$ cat src/rtl/color_draw_scheduler_if.sv
// Request/grant bundle between the game FSM (master) and the color draw scheduler (slave).
// One level request per platform slot plus the ball, with one-cycle ack pulses and the granted color.
interface color_draw_scheduler_if #(
  parameter int IDX_W = 2
);
  localparam int N_PLAT = 2 ** IDX_W;

  logic [N_PLAT-1:0] plat_req;
  logic              ball_req;
  logic [N_PLAT-1:0] plat_ack;
  logic              ball_ack;
  logic [2:0]        color_out;

  modport master (
    output plat_req,
    output ball_req,
    input  plat_ack,
    input  ball_ack,
    input  color_out
  );

  modport slave (
    input  plat_req,
    input  ball_req,
    output plat_ack,
    output ball_ack,
    output color_out
  );
endinterface

$ cat src/rtl/color_draw_scheduler.sv
// Shares one pseudo_rand generator between the platform slots and the ball, rejecting black
// or repeated platform colors, and keeps the live platform color table.
module color_draw_scheduler #(
  parameter int IDX_W     = 2,
  parameter int MAX_RETRY = 3
) (
  input  logic                        clk,
  input  logic                        reset,
  color_draw_scheduler_if.slave       bus,
  input  logic [7:0]                  rand_in,
  output logic                        rand_step,
  output logic [3*(2**IDX_W)-1:0]     plat_colors
);
  localparam int N_PLAT = 2 ** IDX_W;
  localparam int RW     = $clog2(MAX_RETRY + 2);

  typedef enum logic [1:0] {IDLE, STEP, DRAW, GRANT} state_t;

  state_t              state_q, state_d;
  logic [IDX_W-1:0]    winner_q, winner_d;
  logic [IDX_W-1:0]    rr_ptr_q, rr_ptr_d;
  logic                is_ball_q, is_ball_d;
  logic [RW-1:0]       retry_cnt_q, retry_cnt_d;
  logic                rand_step_q, rand_step_d;
  logic [N_PLAT-1:0]   plat_ack_q, plat_ack_d;
  logic                ball_ack_q, ball_ack_d;
  logic [2:0]          color_q, color_d;
  logic [3*N_PLAT-1:0] colors_q, colors_d;

  logic [IDX_W-1:0]    rr_pick, rr_probe;
  logic                rr_found;
  logic [IDX_W-1:0]    ball_idx, ball_probe;
  logic [2:0]          ball_color;
  logic                ball_found;
  logic [2:0]          cand, cur_color, plat_color;
  logic                reject;
  logic                unused_rand;

  assign unused_rand = ^rand_in[7:4];

  // First requesting slot at or above rr_ptr, wrapping around the table.
  always_comb begin
    rr_pick  = rr_ptr_q;
    rr_found = 1'b0;
    rr_probe = '0;
    for (int i = 0; i < N_PLAT; i++) begin
      rr_probe = rr_ptr_q + IDX_W'(i);
      if (!rr_found && bus.plat_req[rr_probe]) begin
        rr_pick  = rr_probe;
        rr_found = 1'b1;
      end
    end
  end

  // Ball copies the first live platform color from a random start slot; white if none is live.
  always_comb begin
    ball_idx   = rand_in[IDX_W-1:0];
    ball_color = 3'b111;
    ball_found = 1'b0;
    ball_probe = '0;
    for (int i = 0; i < N_PLAT; i++) begin
      ball_probe = ball_idx + IDX_W'(i);
      if (!ball_found && (colors_q[int'(ball_probe)*3 +: 3] != 3'b000)) begin
        ball_color = colors_q[int'(ball_probe)*3 +: 3];
        ball_found = 1'b1;
      end
    end
  end

  always_comb begin
    cand       = rand_in[3:1];
    cur_color  = colors_q[int'(winner_q)*3 +: 3];
    reject     = (cand == 3'b000) || (cand == cur_color);
    plat_color = reject ? 3'b111 : cand;
  end

  always_comb begin
    state_d     = state_q;
    winner_d    = winner_q;
    rr_ptr_d    = rr_ptr_q;
    is_ball_d   = is_ball_q;
    retry_cnt_d = retry_cnt_q;
    rand_step_d = 1'b0;
    plat_ack_d  = '0;
    ball_ack_d  = 1'b0;
    color_d     = color_q;
    colors_d    = colors_q;
    case (state_q)
      IDLE: begin
        if (bus.ball_req) begin
          is_ball_d   = 1'b1;
          retry_cnt_d = '0;
          rand_step_d = 1'b1;
          state_d     = STEP;
        end else if (|bus.plat_req) begin
          is_ball_d   = 1'b0;
          winner_d    = rr_pick;
          retry_cnt_d = '0;
          rand_step_d = 1'b1;
          state_d     = STEP;
        end
      end
      STEP: state_d = DRAW;
      DRAW: begin
        if (is_ball_q) begin
          color_d    = ball_color;
          ball_ack_d = 1'b1;
          state_d    = GRANT;
        end else if (reject && (retry_cnt_q < RW'(MAX_RETRY))) begin
          retry_cnt_d = retry_cnt_q + 1'b1;
          rand_step_d = 1'b1;
          state_d     = STEP;
        end else begin
          // Out of retries the fallback white is taken even if it repeats the slot's color.
          color_d                             = plat_color;
          colors_d[int'(winner_q)*3 +: 3]     = plat_color;
          plat_ack_d[winner_q]                = 1'b1;
          rr_ptr_d                            = winner_q + 1'b1;
          state_d                             = GRANT;
        end
      end
      GRANT:   state_d = IDLE;
      default: state_d = IDLE;
    endcase
  end

  always_ff @(posedge clk) begin
    if (reset) begin
      state_q     <= IDLE;
      winner_q    <= '0;
      rr_ptr_q    <= '0;
      is_ball_q   <= 1'b0;
      retry_cnt_q <= '0;
      rand_step_q <= 1'b0;
      plat_ack_q  <= '0;
      ball_ack_q  <= 1'b0;
      color_q     <= 3'b000;
      colors_q    <= '0;
    end else begin
      state_q     <= state_d;
      winner_q    <= winner_d;
      rr_ptr_q    <= rr_ptr_d;
      is_ball_q   <= is_ball_d;
      retry_cnt_q <= retry_cnt_d;
      rand_step_q <= rand_step_d;
      plat_ack_q  <= plat_ack_d;
      ball_ack_q  <= ball_ack_d;
      color_q     <= color_d;
      colors_q    <= colors_d;
    end
  end

  assign rand_step     = rand_step_q;
  assign plat_colors   = colors_q;
  assign bus.plat_ack  = plat_ack_q;
  assign bus.ball_ack  = ball_ack_q;
  assign bus.color_out = color_q;
endmodule

$ cat src/flat_wrapper.sv
// flat-port wrapper written by rule: the top's interface ports become plain ports
module color_draw_scheduler_flat 
#(
  parameter int IDX_W     = 2,
  parameter int MAX_RETRY = 3
)
  (clk, reset, rand_in, rand_step, plat_colors, bus_plat_req, bus_ball_req, bus_plat_ack, bus_ball_ack, bus_color_out);
  color_draw_scheduler_if #(.IDX_W(IDX_W)) bus_i ();
  input  logic clk;
  input  logic reset;
  input  logic [7:0] rand_in;
  output logic rand_step;
  output logic [3*(2**IDX_W)-1:0] plat_colors;
  input wire logic [$bits(bus_i.plat_req)-1:0] bus_plat_req;
  input wire logic [$bits(bus_i.ball_req)-1:0] bus_ball_req;
  output wire logic [$bits(bus_i.plat_ack)-1:0] bus_plat_ack;
  output wire logic [$bits(bus_i.ball_ack)-1:0] bus_ball_ack;
  output wire logic [$bits(bus_i.color_out)-1:0] bus_color_out;
  assign bus_i.plat_req = bus_plat_req;
  assign bus_i.ball_req = bus_ball_req;
  assign bus_plat_ack = bus_i.plat_ack;
  assign bus_ball_ack = bus_i.ball_ack;
  assign bus_color_out = bus_i.color_out;
  color_draw_scheduler #(.IDX_W(IDX_W), .MAX_RETRY(MAX_RETRY)) u_core (.clk(clk), .reset(reset), .bus(bus_i), .rand_in(rand_in), .rand_step(rand_step), .plat_colors(plat_colors));
endmodule
$ cat config.mk
export PLATFORM = sky130hd
export DESIGN_NAME = color_draw_scheduler_flat
export DESIGN_NICKNAME = d
export VERILOG_FILES = /design/src/rtl/color_draw_scheduler_if.sv /design/src/rtl/color_draw_scheduler.sv /design/src/flat_wrapper.sv
export SDC_FILE = /design/constraint.sdc
export NUM_CORES = 1
export LEC_CHECK = 0
export BUFFER_PORTS_ARGS = -buffer_cell sky130_fd_sc_hd__clkbuf_2
export CAP_MARGIN = 20
export CELL_PAD_IN_SITES_DETAIL_PLACEMENT = 1
export CELL_PAD_IN_SITES_GLOBAL_PLACEMENT = 1
export CORE_MARGIN = 4
export CORE_UTILIZATION = 35
export DETAILED_ROUTE_END_ITERATION = 16
export PLACE_DENSITY = 0.74
export REMOVE_ABC_BUFFERS = 1
export SYNTH_ARGS = -nofsm -noshare
export SYNTH_HDL_FRONTEND = slang
export SYNTH_SLANG_ARGS = --single-unit
$ cat constraint.sdc
create_clock -name clk -period 2.8 [get_ports clk]
set_input_delay 0.14 -clock clk [delete_from_list [all_inputs] [get_ports clk]]
set_output_delay 0.14 -clock clk [all_outputs]
set_load 0.005 [all_outputs]
==> results of run 1 <==
metrics by stage:
step / area, µm² / utilization (%) / worst slack, ns / hold WS [ns] / power, W
after floorplan: 2260 / - / 0.270 / 0.209 / 0.000611
after global placement: 2630 / 40.7 / 0.170 / 0.454 / 0.000690
after detailed placement: 2630 / 40.7 / 0.0975 / 0.460 / 0.000699
after CTS: 2730 / 42.2 / 0.0932 / 0.180 / 0.00109
after global routing: 2760 / 42.7 / 0.00491 / 0.207 / 0.00114
final: 2760 / 42.7 / 0.134 / 0.175 / 0.00108
sequential cells by signal, summed over array words and instances, names as in the netlist:
| name | cells |
|---|---|
| u_core.retry_cnt_q | 3 |
| u_core.is_ball_q | 1 |
| u_core.bus.plat_ack | 4 |
| u_core.state_q | 2 |
| u_core.bus.color_out | 3 |
| u_core.bus.ball_ack | 1 |
| u_core.plat_colors | 12 |
| u_core.rr_ptr_q | 2 |
| u_core.rand_step | 1 |
| u_core.winner_q | 2 |
logic make-up (layout without fill, tap and decap cells):
| group | count (synthesis) | after routing | share of synthesized area [%] |
|---|---|---|---|
| mux | 30 | 30 | 18.3 |
| buf+inv | 27 | 72 | 7.01 |
| xor+xnor | 1 | 1 | 0.369 |
| simple gates | 91 | 91 | 21.7 |
| compound gates | 71 | 71 | 21.7 |
| fa+ha+maj | 9 | 9 | 4.74 |
| flops | 31 | 31 | 26.1 |
per-layer routing:
layer  global-route usage [%]  vias up  part of all wire (%)
li1                         -     1083                     -
met1                     21.2     1103                    44
met2                     31.3       52                    50
met3                     3.92       10                   4.1
met4                     5.10        0                   1.8
met5                        0        -                     0
report_power, final:
part	internal [W]	total (W)	switching, W
clock	0.000224	0.000386	0.000162
sequential	0.000455	0.000473	0.0000176
combinational	0.0000933	0.000222	0.000129
total	0.000772	0.00108	0.000308
critical path: cells and delay by family, from the launching register on:
kind,cells,cell delay (ns)
DFF,1,0.37
muxes,2,0.79
AOI/OAI and AO/OA,4,1.40
how the worst min path moves through the flow:
stage,startpoint,to,cells past startpoint
after floorplan,reset,u_core.rr_ptr_q[0],1
after global placement,u_core.bus.color_out[0],u_core.bus.color_out[0],2
after detailed placement,u_core.bus.color_out[0],u_core.bus.color_out[0],2
after CTS,bus_ball_req,u_core.is_ball_q,3
after global routing,bus_ball_req,u_core.is_ball_q,3
final,bus_ball_req,u_core.is_ball_q,3
cell usage in the layout (no fill, tap or decap), types with 5 or more instances in the layout:
| cell type | instances |
|---|---|
| nand2_1 | 16 |
| mux4_2 | 10 |
| a22o_1 | 6 |
| dfxtp_1 | 31 |
| mux2i_1 | 12 |
| clkbuf_2 | 31 |
| nor2b_1 | 5 |
| mux2_2 | 8 |
| a21oi_1 | 15 |
| o21ai_1 | 5 |
| nor2_1 | 22 |
| o32ai_1 | 5 |
| a31oi_1 | 5 |
| clkbuf_8 | 7 |
| inv_1 | 13 |
| buf_4 | 20 |
| and3_1 | 6 |
| ha_1 | 9 |
| nand3_1 | 8 |
final cells by class:
class / instances / area (µm²) / share of cell area (%)
tap: 77 / 96.3 / 3.49
timing repair buffer: 51 / 305 / 11.1
clock buffer: 8 / 100 / 3.63
multi-input combinational: 202 / 1590 / 57.5
sequential: 31 / 621 / 22.5
inverter: 13 / 48.8 / 1.77
==> impl_metrics.py, run 1 <==
metrics = {
    "floorplan": {
        "fp.dieH_um": 90.4,
        "die_w_um": 90.4,
        "io_pins": 36,
        "fp-row-count": 29,
        "start_util_pct": 36.7,
        "core_area_um2": 6460,
        "die_area_um2": 8160,
    },
    "global_route": {
        "antenna_found_initial": 0,
        "grt_usage_pct": 17.6,
        "grt_pass1_vias": 2316,
        "grt_pass1_wl_mm": 11.8,
        "grt_overflow": 0,
        "grt_max_degree": 21,
    },
    "synth": {
        "dominantRegCellSynth": "dfxtp_1",
        "synth_top_area_share_pct": 26.1,
        "yosysTopAreaCell": "dfxtp_1",
        "yosysWarnings": 0,
        "synth_common_cells": "dfxtp_1, nor2_1, nand2_1",
        "ys_seq_area_share_pct": 26.1,
        "yosysMostFrequentCell": "dfxtp_1",
        "syn_avg_cell_area_um2": 9.13,
        "syn_inst": 260,
        "syn-cell-area_um2": 2370,
        "ys_ff_latch": 31,
        "yosys-top-cells-area": "dfxtp_1, mux4_2, mux2i_1",
        "synth-edff-count": 0,
        "yosysUniqueCellTypes": 66,
        "async_flop_share_pct": 0,
    },
    "detailed_routing": {
        "vias": 2248,
        "drc": 0,
        "drtAntennaViolNets": 0,
        "post_drt_wl_per_cell_um": 18.4,
        "via_per_inst": 5.88,
        "drt_wl_total_mm": 7.02,
        "drtPass1Iterations": 4,
        "drtIter0Drc": 116,
    },
    "setup_path": {
        "crit_chain": "mux4_2 > mux2i_1 > a211o_2 > a22oi_2 > a31oi_1 > a22o_1",
        "cp_max_fo": 13,
        "crit_start": "u_core.winner_q[1]",
        "reg2reg_to": "u_core.plat_colors[11]",
        "crit_required_ns": 2.98,
        "critPathKind": "flip-flop to flip-flop",
        "arrival_ns": 2.84,
        "crit_path_top_delay_cell": "mux4_2",
        "r2r_cells": 6,
        "timing.critical_path.to": "u_core.plat_colors[11]",
        "end_kind": "flip-flop",
        "critPathLaunchType": "flip-flop",
        "r2r_slack_ns": 0.13,
        "max_stage_delay_ns": 0.62,
        "reg2reg_from": "u_core.winner_q[1]",
    },
    "layout": {
        "final_layout_size_suffix_gt1_share_pct": 29.2,
        "stdcell_count": 382,
        "synthToLayoutAreaGrowth_pct": 16.2,
        "fill_cells": 777,
        "diodes": 0,
        "num-nets-final": 328,
    },
    "place": {
        "dpl.cell_count": 370,
        "place_hpwl_mm": 5.41,
        "portBuffers": 31,
        "gp_congestion": 0.810,
    },
    "cts": {
        "htree_levels": 2,
        "clock_path_buffers": 2,
        "cts_root_buf": "clkbuf_8",
        "path_clk_slew_ns": 0.06,
        "cts_resized": 0,
        "cts.sink_count": 31,
        "insertion_delay_ns": 0.28,
        "cts_tree": "done",
        "cts_setup_buffers": 0,
        "numCtsBuffers": 5,
        "cts-hold-fix-buffers": 0,
    },
    "sta": {
        "drv_slew": 0,
        "finalSetupTns_ns": 0,
        "hold_viol": 0,
        "slew_headroom_pct": 63.0,
        "period_needed_ns": 2.67,
        "tightest_slew_ns": 0.553,
        "final-setup-viol-count": 0,
        "fin_skew_ns": 0.00365,
        "post-route-period-util_pct": 95.2,
        "fmax_ghz": 0.375,
        "rsz0062_at_grt": "no",
    },
    "pwr": {
        "irDropWorstVdd_mv": 0.184,
        "p_leak_nw": 1.14,
        "power_density_nw_per_um2": 392,
    },
    "outcome": {
        "status": "complete, no violations",
    },
    "job": {
        "maxCapViolCount": 0,
    },
    "min_path": {
        "min_path_type": "input port to flip-flop",
    },
}
No activity file was read; power rests on OpenSTA's default activity.
==> run 2: changes to the inputs <==
--- a/config.mk
+++ b/config.mk
@@ -10,9 +10,9 @@
 export CELL_PAD_IN_SITES_DETAIL_PLACEMENT = 1
 export CELL_PAD_IN_SITES_GLOBAL_PLACEMENT = 1
 export CORE_MARGIN = 4
-export CORE_UTILIZATION = 35
+export CORE_UTILIZATION = 44
 export DETAILED_ROUTE_END_ITERATION = 16
-export PLACE_DENSITY = 0.74
+export PLACE_DENSITY = 0.88
 export REMOVE_ABC_BUFFERS = 1
 export SYNTH_ARGS = -nofsm -noshare
 export SYNTH_HDL_FRONTEND = slang
==> impl_metrics.py, run 2 (same netlist as run 1, synthesis figures left out) <==
metrics = {
    "layout": {
        "utilization_pct": 52.6,
        "final_layout_size_suffix_gt1_share_pct": 28.1,
        "largest_reg_flops": 12,
        "fill_cells": 639,
        "diodes": 0,
        "final_cell_mix": "clkbuf_2, dfxtp_1, nor2_1, nand2_1, buf_4",
        "synthToLayoutAreaGrowth_pct": 14.6,
        "stdcell_count": 372,
        "fin_area_um2": 2720,
        "num-nets-final": 325,
    },
    "global_route": {
        "grt_pass1_vias": 2417,
        "grt_busiest_layer": "met2",
        "grt_usage_pct": 23.1,
        "grt_overflow": 0,
        "grt.met2_usage_pct": 42.8,
        "antenna_found_initial": 0,
        "grt_max_degree": 21,
        "use_met3_pct": 4.28,
        "met1_usage_pct": 25.0,
        "grt_pass1_wl_mm": 11.7,
    },
    "sta": {
        "slew_headroom_pct": 66.7,
        "fin_skew_ns": 0.00588,
        "drv_slew": 0,
        "tightest_slew_ns": 0.495,
        "rsz0062_at_grt": "no",
        "fmax_ghz": 0.375,
        "finalSetupTns_ns": 0,
        "final-setup-viol-count": 0,
        "period_needed_ns": 2.67,
        "hold_viol": 0,
        "post-route-period-util_pct": 95.3,
    },
    "setup_path": {
        "max_stage_delay_ns": 0.67,
        "crit_path_top_delay_cell": "mux4_2",
        "crit_buf_inv": 1,
        "cp_max_fo": 9,
        "crit_required_ns": 3.01,
        "arrival_ns": 2.88,
        "critPathLaunchType": "flip-flop",
        "crit_chain": "mux4_2 > nor4b_4 > a211o_2 > a22oi_2 > buf_12 > or4_1 > a31oi_1",
        "end_kind": "flip-flop",
        "critPathKind": "flip-flop to flip-flop",
        "crit_start": "u_core.winner_q[0]",
        "cp_top_family": "simple AND/OR/NAND/NOR gates",
        "reg2reg_from": "u_core.winner_q[0]",
    },
    "outcome": {
        "status": "complete, no violations",
    },
    "cts": {
        "path_clk_slew_ns": 0.06,
        "cts_root_buf": "clkbuf_8",
        "clock_path_buffers": 2,
        "numCtsBuffers": 5,
        "cts_setup_buffers": 0,
        "cts_resized": 0,
        "insertion_delay_ns": 0.29,
        "cts-hold-fix-buffers": 0,
        "cts_tree": "done",
        "cts.sink_count": 31,
        "htree_levels": 2,
    },
    "pwr": {
        "intPower_w": 0.000723,
        "irDropWorstVdd_mv": 0.197,
        "switching_share_pct": 30.3,
        "power_switching_w": 0.000315,
        "p_leak_nw": 1.12,
        "comb_power_share_pct": 21.9,
        "power_density_nw_per_um2": 382,
        "power.share.sequential_pct": 45.5,
        "clkPwrFrac_pct": 32.6,
    },
    "floorplan": {
        "start_util_pct": 45.9,
        "fp.dieH_um": 81.4,
        "die_w_um": 81.4,
        "fp-row-count": 26,
        "core_area_um2": 5170,
        "die_area_um2": 6630,
        "io_pins": 36,
    },
    "place": {
        "portBuffers": 31,
        "post_dp_cell_area_um2": 2620,
        "dpl.cell_count": 363,
        "gp_congestion": 0.880,
        "place_hpwl_mm": 5.64,
    },
    "detailed_routing": {
        "drtPass1Iterations": 4,
        "drt_wl_total_mm": 7.23,
        "drc": 0,
        "drtIter0Drc": 192,
        "drtAntennaViolNets": 0,
        "post_drt_wl_per_cell_um": 19.4,
        "via_per_inst": 6.22,
        "vias": 2315,
    },
    "min_path": {
        "hp-start": "bus_ball_req",
        "min_path_type": "input port to flip-flop",
    },
    "job": {
        "maxCapViolCount": 0,
    },
}
run 2: through the flow:
stage / setup slack (ns) / hold slack, ns / power, W
detailed placement: 0.0925 / 0.464 / 0.000702
floorplan: 0.270 / 0.209 / 0.000611
global placement: 0.211 / 0.456 / 0.000689
CTS: 0.0747 / 0.175 / 0.00104
finish: 0.132 / 0.173 / 0.00104
global route: 0.0301 / 0.224 / 0.00109
run 2: power groups by stage:
| stage | logic, W | registers, W | clock network (W) |
|---|---|---|---|
| after CTS | 0.000221 | 0.000472 | 0.000346 |
| final | 0.000227 | 0.000472 | 0.000338 |
| after detailed placement | 0.000220 | 0.000482 | 0 |
| after global routing | 0.000250 | 0.000474 | 0.000371 |
| after global placement | 0.000209 | 0.000480 | 0 |
| after floorplan | 0.000130 | 0.000480 | 0 |
run 2: layout make-up:
cell class	instances	area (µm²)	area share, %
Tap cell	70	87.6	3.22
Timing Repair Buffer	48	295	10.9
Clock buffer	7	76.3	2.81
Inverter	13	48.8	1.79
Sequential cell	31	621	22.8
Clock inverter	1	5.00	0.184
Multi-Input combinational cell	202	1590	58.3
run 2: layer usage:
layer | share of wire [%] | vias to the layer above
met2 | 53 | 78
met3 | 4.4 | 17
met1 | 40 | 1146
li1 | - | 1074
met5 | 0 | -
met4 | 3.0 | 0
run 2: worst paths after layout:
check,end,slack [ns],cells past startpoint
worst max-delay path,u_core.retry_cnt_q[1],0.13,7
worst min-delay path,u_core.is_ball_q,0.17,3
worst max register to register,u_core.retry_cnt_q[1],0.13,7
worst min register to register,u_core.bus.color_out[0],0.47,2
run 2: worst register-to-register path, stage by stage (launching register included):
cell and delay, ns:
dfxtp_1 0.45, mux4_2 0.67, nor4b_4 0.34, a211o_2 0.18, a22oi_2 0.13, buf_12 0.17
or4_1 0.49, a31oi_1 0.17
